File: config.mk
export PLATFORM = sky130hd
export DESIGN_NAME = clk_divider_prog
export DESIGN_NICKNAME = d
export VERILOG_FILES = /design/src/rtl/clk_div_pkg.sv /design/src/rtl/clk_div_chan.sv /design/src/rtl/clk_divider_prog.sv
export SDC_FILE = /design/constraint.sdc
export NUM_CORES = 1
export LEC_CHECK = 0
export ABC_AREA = 1
export ABC_CLOCK_PERIOD_IN_PS = 7000
export BUFFER_PORTS_ARGS = -buffer_cell sky130_fd_sc_hd__buf_2
export CAP_MARGIN = 20
export CORE_ASPECT_RATIO = 1.75
export CORE_MARGIN = 2
export CORE_UTILIZATION = 40
export DETAILED_ROUTE_END_ITERATION = 6
export PLACE_DENSITY_LB_ADDON = 0.25
export SYNTH_ARGS = -nofsm -noshare
export SYNTH_HDL_FRONTEND = slang
export SYNTH_SLANG_ARGS = --single-unit
File: constraint.sdc
create_clock -name clk -period 7 [get_ports clk]
set_input_delay 0 -clock clk [delete_from_list [all_inputs] [get_ports clk]]
set_output_delay 0 -clock clk [all_outputs]
set_load 0.05 [all_outputs]
File: src/rtl/clk_div_pkg.sv
// clk_div_pkg - shared defaults and helpers for the programmable clock divider.
// Optional phase feature is controlled by the CLK_DIV_PHASE_EN macro (see top).
// Helper functions work on a fixed 32-bit width; callers cast to CNT_W.

package clk_div_pkg;

    // Default geometry and reset configuration
    localparam int CNT_W_DEF    = 8;
    localparam int NUM_CH_DEF   = 2;
    localparam int DEF_DIV_DEF  = 5;
    localparam int DEF_HIGH_DEF = 1;

    // Working width of the helper functions
    localparam int FN_W = 32;

    // Smallest divide ratio that still produces a toggling output
    localparam logic [FN_W-1:0] MIN_DIV = 32'd2;

    // Ratios 0 and 1 cannot form a period with a high and a low phase,
    // so they are promoted to 2.
    function automatic logic [FN_W-1:0] clamp_div(input logic [FN_W-1:0] div);
        logic [FN_W-1:0] res;
        if (div < MIN_DIV) begin
            res = MIN_DIV;
        end else begin
            res = div;
        end
        return res;
    endfunction

    // Bring a phase offset into the range [0, div). The caller always passes
    // an already clamped ratio, the zero guard only keeps the function total.
    function automatic logic [FN_W-1:0] phase_wrap(input logic [FN_W-1:0] phase,
                                                  input logic [FN_W-1:0] div);
        logic [FN_W-1:0] res;
        if (div == 32'd0) begin
            res = 32'd0;
        end else begin
            res = phase % div;
        end
        return res;
    endfunction

endpackage

File: src/rtl/clk_div_chan.sv
// clk_div_chan - one duty-cycle output of the programmable divider.
// Compares the shared period count (shifted by this channel's phase) against
// the channel's high-count and registers the result, so the output is a
// plain flop and cannot glitch. With CLK_DIV_PHASE_EN undefined the top ties
// phase_i to zero.

module clk_div_chan
    import clk_div_pkg::*;
#(
    parameter int CNT_W = CNT_W_DEF
) (
    input  logic             clk_i,
    input  logic             clr_i,
    input  logic             en_i,
    input  logic [CNT_W-1:0] cnt_i,
    input  logic [CNT_W-1:0] div_i,
    input  logic [CNT_W-1:0] high_i,
    input  logic [CNT_W-1:0] phase_i,
    output logic             clk_out_o
);

    logic [CNT_W-1:0] pc_s;
    logic             out_d;
    logic             out_q;

    // Phase-shifted count modulo the period, then the high/low decision
    always_comb begin
        pc_s  = {CNT_W{1'b0}};
        out_d = 1'b0;
        if (cnt_i < phase_i) begin
            // cnt + div - phase is below div, so modular CNT_W arithmetic is exact
            pc_s = cnt_i + div_i - phase_i;
        end else begin
            pc_s = cnt_i - phase_i;
        end
        if (en_i) begin
            out_d = (pc_s < high_i);
        end else begin
            out_d = 1'b0;
        end
    end

    // Output flop, cleared asynchronously
    always_ff @(posedge clk_i or negedge clr_i) begin
        if (!clr_i) begin
            out_q <= 1'b0;
        end else begin
            out_q <= out_d;
        end
    end

    assign clk_out_o = out_q;

endmodule

File: src/rtl/clk_divider_prog.sv
// clk_divider_prog - run-time programmable integer clock divider with NUM_CH
// duty-cycle outputs sharing one period counter.
// New configuration is staged in pending registers and applied at the period
// wrap (or immediately while disabled) so no partial period is ever emitted.
// Optional feature: define CLK_DIV_PHASE_EN to add a per-channel phase offset
// input cfg_phase; otherwise every channel runs with phase 0.

module clk_divider_prog
    import clk_div_pkg::*;
#(
    parameter int CNT_W    = CNT_W_DEF,
    parameter int NUM_CH   = NUM_CH_DEF,
    parameter int DEF_DIV  = DEF_DIV_DEF,
    parameter int DEF_HIGH = DEF_HIGH_DEF
) (
    input  logic                    clk,
    input  logic                    clr,
    input  logic                    en,
    input  logic                    cfg_load,
    input  logic [CNT_W-1:0]        cfg_div,
    input  logic [NUM_CH*CNT_W-1:0] cfg_high,
`ifdef CLK_DIV_PHASE_EN
    input  logic [NUM_CH*CNT_W-1:0] cfg_phase,
`endif
    output logic                    cfg_busy,
    output logic                    tick,
    output logic [NUM_CH-1:0]       clk_out
);

    localparam int               CH_W     = NUM_CH * CNT_W;
    localparam logic [CNT_W-1:0] CNT_ZERO = {CNT_W{1'b0}};
    localparam logic [CNT_W-1:0] CNT_ONE  = {{(CNT_W-1){1'b0}}, 1'b1};
    // Reset ratio goes through the same clamp as a captured one
    localparam logic [CNT_W-1:0] RST_DIV  = CNT_W'(clamp_div(FN_W'(DEF_DIV)));
    localparam logic [CNT_W-1:0] RST_HIGH = CNT_W'(DEF_HIGH);
    localparam logic [CH_W-1:0]  RST_HIGH_ALL = {NUM_CH{RST_HIGH}};

    // Period counter
    logic [CNT_W-1:0] cnt_q;
    logic [CNT_W-1:0] cnt_d;

    // Active configuration
    logic [CNT_W-1:0] div_act_q;
    logic [CNT_W-1:0] div_act_d;
    logic [CH_W-1:0]  high_act_q;
    logic [CH_W-1:0]  high_act_d;

    // Staged configuration
    logic [CNT_W-1:0] pend_div_q;
    logic [CNT_W-1:0] pend_div_d;
    logic [CH_W-1:0]  pend_high_q;
    logic [CH_W-1:0]  pend_high_d;
    logic             pending_q;
    logic             pending_d;

    // Period-start pulse
    logic             tick_q;
    logic             tick_d;

    // Control terms
    logic [CNT_W-1:0] div_last_s;
    logic             wrap_s;
    logic             apply_s;
    logic [CNT_W-1:0] cap_div_s;
    logic [CH_W-1:0]  phase_act_s;

    // div_act is always >= 2, so the last count never underflows. Using >=
    // lets the counter recover from any out-of-range value in one cycle.
    assign div_last_s = div_act_q - CNT_ONE;
    assign wrap_s     = (cnt_q >= div_last_s);
    assign apply_s    = pending_q & (~en | wrap_s);
    assign cap_div_s  = CNT_W'(clamp_div(FN_W'(cfg_div)));

    // Next count: free-running modulo div_act while enabled, parked at 0 otherwise
    always_comb begin
        cnt_d = cnt_q;
        if (en) begin
            if (wrap_s) begin
                cnt_d = CNT_ZERO;
            end else begin
                cnt_d = cnt_q + CNT_ONE;
            end
        end else begin
            cnt_d = CNT_ZERO;
        end
    end

    // Staging and application of div/high; a load coinciding with an apply
    // re-arms pending with the new values while the old ones go active.
    always_comb begin
        div_act_d   = div_act_q;
        high_act_d  = high_act_q;
        pend_div_d  = pend_div_q;
        pend_high_d = pend_high_q;
        pending_d   = pending_q;
        if (apply_s) begin
            div_act_d  = pend_div_q;
            high_act_d = pend_high_q;
            pending_d  = 1'b0;
        end else begin
            pending_d  = pending_q;
        end
        if (cfg_load) begin
            pend_div_d  = cap_div_s;
            pend_high_d = cfg_high;
            pending_d   = 1'b1;
        end else begin
            pend_div_d  = pend_div_q;
            pend_high_d = pend_high_q;
        end
    end

    // Period-start pulse from the current count
    always_comb begin
        tick_d = 1'b0;
        if (en) begin
            tick_d = (cnt_q == CNT_ZERO);
        end else begin
            tick_d = 1'b0;
        end
    end

    // Counter, configuration and tick registers
    always_ff @(posedge clk or negedge clr) begin
        if (!clr) begin
            cnt_q       <= CNT_ZERO;
            div_act_q   <= RST_DIV;
            high_act_q  <= RST_HIGH_ALL;
            pend_div_q  <= RST_DIV;
            pend_high_q <= RST_HIGH_ALL;
            pending_q   <= 1'b0;
            tick_q      <= 1'b0;
        end else begin
            cnt_q       <= cnt_d;
            div_act_q   <= div_act_d;
            high_act_q  <= high_act_d;
            pend_div_q  <= pend_div_d;
            pend_high_q <= pend_high_d;
            pending_q   <= pending_d;
            tick_q      <= tick_d;
        end
    end

`ifdef CLK_DIV_PHASE_EN
    logic [CH_W-1:0] phase_act_q;
    logic [CH_W-1:0] phase_act_d;
    logic [CH_W-1:0] pend_phase_q;
    logic [CH_W-1:0] pend_phase_d;
    logic [CH_W-1:0] cap_phase_s;

    // Reduce each captured phase modulo the ratio captured alongside it
    always_comb begin
        cap_phase_s = {CH_W{1'b0}};
        for (int i = 0; i < NUM_CH; i++) begin
            cap_phase_s[i*CNT_W +: CNT_W] =
                CNT_W'(phase_wrap(FN_W'(cfg_phase[i*CNT_W +: CNT_W]), FN_W'(cap_div_s)));
        end
    end

    // Phase staging follows exactly the same load/apply timing as high
    always_comb begin
        phase_act_d  = phase_act_q;
        pend_phase_d = pend_phase_q;
        if (apply_s) begin
            phase_act_d = pend_phase_q;
        end else begin
            phase_act_d = phase_act_q;
        end
        if (cfg_load) begin
            pend_phase_d = cap_phase_s;
        end else begin
            pend_phase_d = pend_phase_q;
        end
    end

    // Phase registers, zero after reset
    always_ff @(posedge clk or negedge clr) begin
        if (!clr) begin
            phase_act_q  <= {CH_W{1'b0}};
            pend_phase_q <= {CH_W{1'b0}};
        end else begin
            phase_act_q  <= phase_act_d;
            pend_phase_q <= pend_phase_d;
        end
    end

    assign phase_act_s = phase_act_q;
`else
    assign phase_act_s = {CH_W{1'b0}};
`endif

    // One compare-and-register slice per output channel
    for (genvar g = 0; g < NUM_CH; g++) begin : g_chan
        clk_div_chan #(
            .CNT_W (CNT_W)
        ) u_chan (
            .clk_i     (clk),
            .clr_i     (clr),
            .en_i      (en),
            .cnt_i     (cnt_q),
            .div_i     (div_act_q),
            .high_i    (high_act_q[g*CNT_W +: CNT_W]),
            .phase_i   (phase_act_s[g*CNT_W +: CNT_W]),
            .clk_out_o (clk_out[g])
        );
    end

    assign cfg_busy = pending_q;
    assign tick     = tick_q;

endmodule

==> summary.md, run 1 <==
| Metric | Value |
|---|---|
| Layout Cells excl Fill | 521 |
| Core ar. | 0.00751 sq mm |
| Status | completed |
| CTS buffer count | 9 |
| Switching Fraction | 0.307 |
| Commonest non-fill, non-tap cell in the layout | nand2_1 |
| Max Root-Sink Buffers | 2 |
| #FFs+latches synth | 60 |
| Largest net degree at the start of global routing | 61 |
| PortBufs | 31 |
| CTS-repair resized insts | 0 |
| Routed Wire Length | 6020 um |
| Synth cell types | 27 |
| Leakage power | 2.04 nW |
| Clock Skew | 5.56 ps |
| Slew headroom | 0.410 |
| Starting Density | 0.408 |
| Routability cong. | 0.745 |
| Worst min-delay path class | input port to register |
| GRT overflow | 0 |
| Final period utilization | 0.411 |
| Worst setup SP type | register |
| 1st-pass router iterations | 4 |
| First-pass GRT wire length | 11000 um |
| Clk_lat worst skew | 320 ps |
| P&R area growth vs syn | 23.9% |
| Sink Count | 60 |
| Critical Path RT | 7260 ps |
| Setup repair bufs after CTS | 0 |
| HPWL Detailed | 4180 um |
| RSZ-0062 raised after global routing | no |
| Top-Level Pins | 32 |
| Syn avg cell area | 8.25 sq um |
| Cell count after synthesis | 372 |
| Ys Warns | 0 |
| EDFF count, synth | 0 |
| Int Pwr | 0.754 mW |
| Clk pin slew, worst setup/hold paths | 50 ps |
| Die H | 120 um |
| Crit path time final | 2880 ps |
| Total GRT Usage | 0.168 |
| Chip Width | 70.2 um |
| Nets | 481 |
| Crit. End Element | register |
| TritonCTS clock tree | built |
| Row cnt | 42 |
| Setup Viol. Count Final | 0 |
| Peak Freq | 0.348 GHz |
| Final setup TNS | 0 ps |
| 1st-iter DRT viols | 98 |
| Slowest cell on crit path | nand2_2 |
| Clock network power share | 0.361 |
| Vias/cell | 4.70 |
| Final hold viol count | 0 |
| Vias post-DR | 2449 |
| Slew @ Worst Pin | 884 ps |
| Max FO, Critical Path | 32 |
| Initial antenna violation count | 0 |
| Kind of critical path | register to register |
| Mapped cell area | 0.00307 sq mm |
| Vias in the first global route | 2591 |
| Die area | 0.00842 sq mm |
| Root Driver | clkbuf_16 |
| DRC Markers | 0 |
| Synth Net Count | 425 |
| Placed cells | 478 |
| Hold buffer count at cts | 27 |
| Sequential-to-total area share from yosys stat | 0.492 |
| NetSw | 0.335 mW |
| Seq pwr share | 0.412 |
| DR WL/cell | 11.6 um |
| PD cells | 286 mW/mm^2 |
| Logic pwr share | 0.227 |
| Peak VDD IR | 0.167 mV |
| Most frequent cells in the layout | 145 x nand2_1, 52 x dfrtp_1, 34 x inv_1, 31 x nand3_1, 31 x buf_2 |
| Slowest stage delay, CP | 380 ps |
| Routed Antenna Nets | 0 |
| Layout cells sized above 1 | 0.141 |
| Max_cap viols | 0 |
| # H-tree levels | 3 |
| Antenna Cells | 0 |
| Max-slew violation count | 0 |
| WP data arrival | 3130 ps |
| Critical Path Most Common Cell | nand2_1 |
| Post-synth ARST share | 1.00 |
| Synth Flop Type | dfrtp_1 |
| Final Power | 1.09 mW |
| CP Cell Sequence | inv_1, nand2_1, nor2_1, nand3_1, nor3_1, xnor2_1, ha_1, nand2_1, inv_2, nand2_1, nand3_1, nor2_2, nand2_2, nand2_4, nand2_1, nand2_1 |
metal layers:
layer	vias to the layer above	wire length, um	share of wire	track usage
li1	1284	-	-	-
met4	0	278	0.046	0.115
met3	15	129	0.021	0.0336
met1	1114	2550	0.42	0.178
met5	-	0	0	0
met2	36	3060	0.51	0.293
sequential cells by signal, summed over array words and instances, names as in the netlist:
register	count
g_chan.u_chan.clk_out_o	2
pend_div_q	8
div_act_q	8
cnt_q	8
high_act_q	16
cfg_busy	1
pend_high_q	16
tick	1
cells in the mapped netlist (2+ instances only):
master    number  area share
nor3_1         3      0.0049
inv_2          2      0.0024
xor2_1         5       0.014
buf_4          2      0.0049
dfstp_2        8       0.068
buf_2          4      0.0065
buf_6          2      0.0073
nand4_1        4      0.0082
clkbuf_1       5      0.0061
inv_1         34       0.042
nand3_1       31       0.051
a21oi_1        7       0.011
xnor2_1        3      0.0086
a211oi_1       2      0.0049
nand2_1      145        0.18
nor2_1        22       0.027
dfrtp_1       52        0.42
ha_1          25        0.10
o21ai_0        8       0.013
per-stage QoR:
stage / hold WS [ps] / worst slack [ps] / utilization / cell area (sq um)
finish: 70.7 / 4120 / 0.506 / 3800
global route: 124 / 3750 / 0.506 / 3800
CTS: 62.3 / 4100 / 0.506 / 3800
detailed placement: 203 / 4130 / 0.434 / 3260
global placement: 202 / 4190 / 0.434 / 3260
floorplan: -296 / 4770 / - / 3070
cell type report:
class                   count  area (sq um)
fillers                   720          3710
flip-flops and latches     60          1510
multi-input cells         261          1340
repair buffers             59           433
clock buffers              11           243
inverters                  37           139
well taps                  88           110
clock inverters             5          27.5
power by group through the flow:
stage	registers (mW)	logic, mW	clock network (mW)
after global routing	0.457	0.296	0.420
final	0.449	0.247	0.393
after CTS	0.450	0.254	0.402
after detailed placement	0.455	0.240	0
after floorplan	0.446	0.188	0
after global placement	0.455	0.230	0
worst paths after layout:
| kind | endpoint | cells after the start | slack, ps | startpoint |
|---|---|---|---|---|
| max | high_act_q[12]$_DFFE_PN0P_ | 16 | 4120 | div_act_q[0]$_DFFE_PN1P_ |
| min | pend_high_q[8]$_DFFE_PN1P_ | 3 | 70 | cfg_load |
| max reg2reg | high_act_q[12]$_DFFE_PN0P_ | 16 | 4120 | div_act_q[0]$_DFFE_PN1P_ |
| min reg2reg | pend_div_q[2]$_DFFE_PN1P_ | 2 | 460 | pend_div_q[2]$_DFFE_PN1P_ |
| max in group asynchronous | pend_div_q[1]$_DFFE_PN0P_ | 3 | 6140 | clr |
| min in group asynchronous | high_act_q[13]$_DFFE_PN0P_ | 3 | 350 | clr |
logic make-up after synthesis:
logic type                 count (synthesis)  share of synthesized area
and+or+nand+nor                          210                      0.280
adders and majority gates                 25                      0.102
buffers and inverters                     51                     0.0713
AOI/OAI and AO/OA                         18                     0.0318
xor gates and xnor gates                   8                     0.0228
DFF                                       60                      0.492
critical path: cells and delay by family (launching register included):
kind                       cells  cell delay, ps
xor gates and xnor gates       1             160
adders and majority gates      1             280
buffers and inverters          2             120
and+or+nand+nor               12            1880
DFF                            1             370
No activity file was read; power rests on OpenSTA's default activity.
==> run 2: changes to the inputs <==
--- a/config.mk
+++ b/config.mk
@@ -5,8 +5,8 @@
 export SDC_FILE = /design/constraint.sdc
 export NUM_CORES = 1
 export LEC_CHECK = 0
-export ABC_AREA = 1
-export ABC_CLOCK_PERIOD_IN_PS = 7000
+export ABC_AREA = 0
+export ABC_CLOCK_PERIOD_IN_PS = 2900
 export BUFFER_PORTS_ARGS = -buffer_cell sky130_fd_sc_hd__buf_2
 export CAP_MARGIN = 20
 export CORE_ASPECT_RATIO = 1.75
==> constraint.sdc (replaced) <==
create_clock -name clk -period 2.9 [get_ports clk]
set_input_delay 0 -clock clk [delete_from_list [all_inputs] [get_ports clk]]
set_output_delay 0 -clock clk [all_outputs]
set_load 0.05 [all_outputs]
==> summary.md, run 2 <==
| Metric | Value |
|---|---|
| Status | completed |
| Max FO, Critical Path | 6 (-81%) |
| Routability cong. | 0.764 (+2.5%) |
| Top-Level Pins | 32 (unchanged) |
| Logic pwr share | 0.223 (-0.004) |
| # H-tree levels | 3 (unchanged) |
| Root Driver | clkbuf_16 |
| Critical path launch point | div_act_q[0]$_DFFE_PN1P_ |
| Clock network power share | 0.366 (+0.005) |
| Vias post-DR | 1972 (-19%) |
| Max Root-Sink Buffers | 2 (unchanged) |
| CP Cell Sequence | inv_1, ha_2, nand2_2, nor3_2, xnor2_1, ha_1, and3_4, a221oi_2, o31ai_4, and2_4, mux2_4 |
| Final hold viol count | 0 (unchanged) |
| Setup Viol. Count Final | 0 (unchanged) |
| Leakage power | 1.86 nW (-8.6%) |
| Synth Net Count | 291 (-32%) |
| Routed Wire Length | 6200 um (+3.0%) |
| Row cnt | 42 (unchanged) |
| Clk pin slew, worst setup/hold paths | 50 ps (about the same) |
| Synth Flop Type | dfrtp_1 |
| Post-synth top area share | 0.422 (-0.00224) |
| Reg2Reg Launch Point | div_act_q[0]$_DFFE_PN1P_ |
| DR WL/cell | 15.6 um (+35%) |
| Slew @ Worst Pin | 970 ps (+85.2 ps) |
| Switching Fraction | 0.272 (-0.0355) |
| Worst setup SP type | register |
| Top Metal Used | met4 |
| Core ar. | 0.00751 sq mm (unchanged) |
| GRT overflow | 0 (unchanged) |
| Vias in the first global route | 2003 (-23%) |
| Routed Antenna Nets | 0 (unchanged) |
| WP data arrival | 2970 ps (-160 ps) |
| Sequential-to-total area share from yosys stat | 0.490 (-0.00260) |
| First-pass GRT wire length | 9910 um (-10%) |
| Chip Width | 70.4 um (+0.25%) |
| Slowest cell on crit path | dfstp_2 |
| Leading area contributor after synthesis | dfrtp_1 |
| Kind of critical path | register to register |
| Largest net degree at the start of global routing | 44 (-28%) |
| Peak VDD IR | 0.436 mV (+160%) |
| Mapped cell area | 0.00309 sq mm (+0.53%) |
| #FFs+latches synth | 60 (unchanged) |
| Final Power | 2.65 mW (+140%) |
| Worst min-delay path class | input port to register |
| Worst hold start | cfg_load |
| Top Family by Delay on Critical Path | adder cells |
| Simple-gate portion of the synthesized area | 0.0673 (-0.212) |
| Ys Warns | 0 (unchanged) |
| Final period utilization | 0.951 (+0.540) |
| Commonest non-fill, non-tap cell in the layout | dfrtp_1 |
| Post-synth ARST share | 1.00 (unchanged) |
| TritonCTS clock tree | built |
| Critical Path RT | 3110 ps (-4150 ps) |
| Largest family of logic cells by synthesized area | multiplexers |
| Most common cell in the netlist | dfrtp_1 |
| EDFF count, synth | 0 (unchanged) |
| Slew headroom | 0.354 (-0.0568) |
| Max_cap viols | 0 (unchanged) |
| Regs by FF count | high_act_q: 16 flops, pend_high_q: 16 flops |
| RSZ-0062 raised after global routing | no |
| PortBufs | 31 (unchanged) |
| Clock Skew | 5.05 ps (-0.515 ps) |
| Max-slew violation count | 0 (unchanged) |
| Vias/cell | 4.95 (+5.4%) |
| Die H | 120 um (+0.25%) |
| HPWL Detailed | 3930 um (-5.9%) |
| Initial antenna violation count | 0 (unchanged) |
| Clk_lat worst skew | 330 ps (about the same) |
| Routed length on met2 | 3290 um (+7.7%) |
| PD cells | 677 mW/mm^2 (+140%) |
| Starting Density | 0.411 (+0.00216) |
| Slowest stage delay, CP | 520 ps (+140 ps) |
| 1st-iter DRT viols | 71 (-28%) |
| Post-synthesis mux area share | 0.191 (+0.191) |
| Synth top area cells | dfrtp_1 42%, ha_1 10%, mux2_2 9.5%, mux2_4 9.2%, dfstp_2 6.8% |
| 1st-pass router iterations | 4 (unchanged) |
| Adder-cell share of the synthesized area | 0.101 (-0.000537) |
| Crit. End Element | register |
| Total GRT Usage | 0.155 (-0.0124) |
| Layout cells sized above 1 | 0.374 (+0.233) |
| Buf/Inv on CP | 1 (-1) |
| Reg2reg setup slack | 140 ps (-3980 ps) |
| Synth cell types | 38 (+41%) |
| Syn avg cell area | 13.0 sq um (+57%) |
| Antenna Cells | 0 (unchanged) |
| Wl on met1 | 2550 um (about the same) |
| Hold_ws | 263 ps (+192 ps) |
| Synth Area in XOR/XNOR | 0.0341 (+0.0112) |
| Int Pwr | 1.93 mW (+160%) |
| Cell count after synthesis | 238 (-36%) |
| DRC Markers | 0 (unchanged) |
| Sink Count | 60 (unchanged) |
| Nets | 358 (-26%) |
| CTS buffer count | 9 (unchanged) |
| NetSw | 0.720 mW (+120%) |
| Crit path time final | 2760 ps (-120 ps) |
| Area fraction in compound gates after synthesis | 0.0600 (+0.0282) |
| P&R area growth vs syn | 26.8% |
| Commonest cells in the netlist | 52 x dfrtp_1, 26 x inv_1, 26 x mux2_2 |
| # fillers | 667 (-7.4%) |
| DR WL met3 | 158 um (+22%) |
| Seq pwr share | 0.411 (about the same) |
| Most frequent cells in the layout | 52 x dfrtp_1, 31 x buf_2, 26 x inv_1, 26 x mux2_2, 26 x dlygate4sd3_1 |
| Die area | 0.00846 sq mm (+0.50%) |
| Peak Freq | 0.363 GHz (+4.4%) |
-- run 2: changes by cell type after synthesis, sizes merged, moves of 10 or more --
cell / delta
nand2: -144
nor2: -12
inv: -10
mux2: +45
nand3: -23
-- run 2: logic make-up (layout without fill, tap and decap cells) --
family                   count (synthesis)  count (layout)
flip-flops                              60              60
buffers and inverters                   34             103
AND/OR/NAND/NOR                         38              41
adder cells (fa/ha/maj)                 25              25
AO/OA/AOI/OAI                           23              23
XOR/XNOR                                12              12
multiplexers                            46              46
-- run 2: timing repair --
action / CTS / global route
hold buffers: 26 / 0
gates resized for setup: 1 / 12
hold endpoints to repair: 62 / 0
gates cloned: 1 / 2
setup endpoints to repair: 21 / 24
pin swaps: 0 / 8
buffers inserted: 0 / 2
-- run 2: cell type report --
| type | instances | area, sq um | area share |
|---|---|---|---|
| clock buffer | 14 | 264 | 0.0675 |
| clock inverter | 2 | 10.0 | 0.00256 |
| inverter | 26 | 97.6 | 0.0250 |
| multi-input combinational | 147 | 1470 | 0.377 |
| sequential | 60 | 1510 | 0.386 |
| tap | 88 | 110 | 0.0282 |
| timing repair buffer | 61 | 445 | 0.114 |
-- run 2: worst paths after layout --
check	end	cells past startpoint
worst max-delay path	high_act_q[11]$_DFFE_PN0P_	11
worst min-delay path	cfg_busy$_DFFE_PN0P_	2
worst max register to register	high_act_q[11]$_DFFE_PN0P_	11
worst min register to register	div_act_q[0]$_DFFE_PN1P_	2
max in group asynchronous	pend_high_q[8]$_DFFE_PN1P_	3
min in group asynchronous	cnt_q[3]$_DFF_PN0_	2
-- run 2: metal layers --
metal,track usage,vias to the layer above
li1,-,963
met5,0,-
met2,0.265,31
met1,0.175,967
met4,0.0877,0
met3,0.0375,11
-- run 2: power by group through the flow --
| stage | registers [mW] | logic (mW) | clock network, mW |
|---|---|---|---|
| after detailed placement | 1.09 | 0.535 | 0 |
| after floorplan | 1.07 | 0.431 | 0 |
| after global placement | 1.09 | 0.517 | 0 |
| after CTS | 1.08 | 0.568 | 0.990 |
| after global routing | 1.11 | 0.658 | 1.03 |
| final | 1.09 | 0.591 | 0.968 |
-- run 2: per-stage QoR --
| stage | setup WS, ps | utilization | cells | setup TNS (ps) | instance area (sq um) |
|---|---|---|---|---|---|
| after floorplan | 58.3 | - | 238 | 0 | 3090 |
| after global placement | 22.8 | 0.438 | 351 | 0 | 3290 |
| after detailed placement | -61.9 | 0.438 | 351 | -369 | 3290 |
| after CTS | 14.0 | 0.510 | 394 | 0 | 3830 |
| after global routing | 15.6 | 0.520 | 398 | 0 | 3910 |
| final | 143 | 0.520 | 398 | 0 | 3910 |
==> run 3: changes to the inputs <==
--- a/config.mk
+++ b/config.mk
@@ -7,12 +7,12 @@
 export LEC_CHECK = 0
 export ABC_AREA = 0
 export ABC_CLOCK_PERIOD_IN_PS = 2900
-export BUFFER_PORTS_ARGS = -buffer_cell sky130_fd_sc_hd__buf_2
 export CAP_MARGIN = 20
 export CORE_ASPECT_RATIO = 1.75
 export CORE_MARGIN = 2
 export CORE_UTILIZATION = 40
 export DETAILED_ROUTE_END_ITERATION = 6
+export DONT_BUFFER_PORTS = 1
 export PLACE_DENSITY_LB_ADDON = 0.25
 export SYNTH_ARGS = -nofsm -noshare
 export SYNTH_HDL_FRONTEND = slang
==> summary.md, run 3 (synthesis gave the netlist of run 2 again) <==
| Metric | Value |
|---|---|
| Layout cells sized above 1 | 0.300 (-0.0738) |
| P&R area growth vs syn | 24.4% |
| CP Cell Sequence | nor2_1, nand3_1, nor4_1, xnor2_1, ha_1, and3_4, a221oi_4, o31ai_4, and2_4, buf_6, mux2_4 |
| Top-Level Pins | 32 (unchanged) |
| Max-slew violation count | 0 (unchanged) |
| HPWL Detailed | 3820 um (-2.8%) |
| Post-route cell area | 0.00384 sq mm (-1.9%) |
| GRT overflow | 0 (unchanged) |
| Sink Count | 60 (unchanged) |
| Final Power | 2.71 mW (+2.3%) |
| Vias post-DR | 1871 (-5.1%) |
| DR WL/cell | 16.1 um (+3.6%) |
| Crit path time final | 2760 ps (+2.32 ps) |
| R2R Path End | div_act_q[4]$_DFFE_PN0P_ |
| Most frequent cells in the layout | 52 x dfrtp_1, 28 x dlygate4sd3_1, 26 x inv_1, 26 x mux2_2, 24 x ha_1 |
| Core ar. | 0.00751 sq mm (unchanged) |
| Vias in the first global route | 2033 (+1.5%) |
| DP Area | 0.00313 sq mm (-4.7%) |
| Final period utilization | 0.952 (about the same) |
| 1st-iter DRT viols | 35 (-51%) |
| Routability cong. | 0.708 (-7.4%) |
| Worst min-delay path class | input port to register |
| PD cells | 705 mW/mm^2 (+4.2%) |
| Hold depth | 5 (+3) |
| Max_cap viols | 0 (unchanged) |
| Status | completed |
| Buf/Inv on CP | 1 (unchanged) |
| Root Driver | clkbuf_16 |
| # H-tree levels | 3 (unchanged) |
| Nets | 331 (-7.5%) |
| Routed Wire Length | 5990 um (-3.4%) |
| Die area | 0.00846 sq mm (unchanged) |
| Slew @ Worst Pin | 634 ps (-335 ps) |
| Vias/cell | 5.04 (+1.8%) |
| Largest net degree at the start of global routing | 61 (+39%) |
| Routed Antenna Nets | 0 (unchanged) |
| Reg2Reg Depth | 11 (unchanged) |
| Chip Width | 70.4 um (unchanged) |
| Max Root-Sink Buffers | 2 (unchanged) |
| Clk_lat worst skew | 330 ps (about the same) |
| 1st-pass router iterations | 4 (unchanged) |
| Critical Path RT | 3110 ps (about the same) |
| Setup Viol. Count Final | 0 (unchanged) |
| M1 GR Usage | 0.174 (-0.000615) |
| TritonCTS clock tree | built |
| Worst setup SP type | register |
| Crit. End Element | register |
| PortBufs | 0 (-100%) |
| Slowest cell on crit path | dfrtp_1 |
| Final hold viol count | 0 (unchanged) |
| DRC Markers | 0 (unchanged) |
| Leakage power | 1.78 nW (-4.3%) |
| WHS Endpoint | cnt_q[0]$_DFF_PN0_ |
| Reg2Reg Launch Point | div_act_q[3]$_DFFE_PN0P_ |
| Clk pin slew, worst setup/hold paths | 50 ps (about the same) |
| Initial antenna violation count | 0 (unchanged) |
| Max FO, Critical Path | 6 (unchanged) |
| Peak VDD IR | 0.391 mV (-10%) |
| Die H | 120 um (unchanged) |
| # fillers | 674 (+1.0%) |
| Worst hold start | en |
| Kind of critical path | register to register |
| Slew headroom | 0.577 (+0.223) |
| Clock Skew | 3.19 ps (-1.86 ps) |
| Met2 global-route usage | 0.270 (+0.00531) |
| Top Family by Delay on Critical Path | simple AND/OR/NAND/NOR gates |
| Commonest non-fill, non-tap cell in the layout | dfrtp_1 |
| First-pass GRT wire length | 9980 um (+0.70%) |
| Row cnt | 42 (unchanged) |
| Antenna Cells | 0 (unchanged) |
| Met3 usage | 0.0433 (+0.00583) |
| Regs by FF count | high_act_q: 16 flops, pend_high_q: 16 flops |
| Slowest stage delay, CP | 370 ps (-150 ps) |
| Grt peak-use layer | met2 |
| Critical path launch point | div_act_q[3]$_DFFE_PN0P_ |
| Total GRT Usage | 0.156 (+0.000836) |
| CTS buffer count | 9 (unchanged) |
| Peak Freq | 0.362 GHz (about the same) |
| Reg2reg setup slack | 140 ps (about the same) |
| Starting Density | 0.411 (unchanged) |
| WP data arrival | 2970 ps (about the same) |
| Cell count along the critical path | 11 (unchanged) |
-- run 3: per-stage QoR --
stage / cells / setup TNS, ps / setup slack (ps) / hold WS [ps] / util
final: 371 / 0 / 141 / 177 / 0.511
after global routing: 371 / -11.5 / -4.53 / 191 / 0.511
after CTS: 367 / 0 / 34.3 / 118 / 0.502
after detailed placement: 320 / -104 / -42.5 / -293 / 0.417
after global placement: 320 / 0 / 43.8 / -293 / 0.417
after floorplan: 238 / 0 / 58.3 / -296 / -
-- run 3: layer usage --
metal / vias to the layer above / share of wire
met1: 929 / 0.40
li1: 902 / -
met5: - / 0
met2: 30 / 0.55
met3: 10 / 0.033
met4: 0 / 0.024
-- run 3: repair_timing --
| item | in CTS | in global routing |
|---|---|---|
| buffers inserted | 0 | 3 |
| endpoints found under the hold margin | 88 | 0 |
| gates resized for setup | 1 | 8 |
| hold buffers | 30 | 0 |
| endpoints found under the setup margin | 21 | 23 |
| gates cloned | 1 | 1 |
| pin swaps | 0 | 3 |
-- run 3: area by class of cell --
| class | count | area [sq um] | area share |
|---|---|---|---|
| repair buffers | 35 | 377 | 0.0981 |
| flip-flops and latches | 60 | 1510 | 0.394 |
| inverters | 26 | 97.6 | 0.0254 |
| multi-input cells | 146 | 1440 | 0.375 |
| clock inverters | 4 | 47.5 | 0.0124 |
| clock buffers | 12 | 256 | 0.0668 |
| well taps | 88 | 110 | 0.0287 |
-- run 3: how the worst max path moves through the flow --
stage,endpoint,slack (ps)
after global placement,high_act_q[14]$_DFFE_PN0P_,40
after global routing,high_act_q[7]$_DFFE_PN0P_,-5
after detailed placement,div_act_q[3]$_DFFE_PN0P_,-40
after CTS,div_act_q[3]$_DFFE_PN0P_,30
after floorplan,div_act_q[4]$_DFFE_PN0P_,60
final,div_act_q[4]$_DFFE_PN0P_,140
-- run 3: report_power, final --
part,switching (mW),internal [mW]
sequential,0.122,0.981
clock,0.356,0.708
combinational,0.224,0.316
-- run 3: worst reg2reg max path: stages (launching register included) --
cell,delay (ps)
dfrtp_1,370
nor2_1,170
nand3_1,130
nor4_1,240
xnor2_1,160
ha_1,280
and3_4,200
a221oi_4,300
o31ai_4,150
and2_4,200
buf_6,140
mux2_4,290
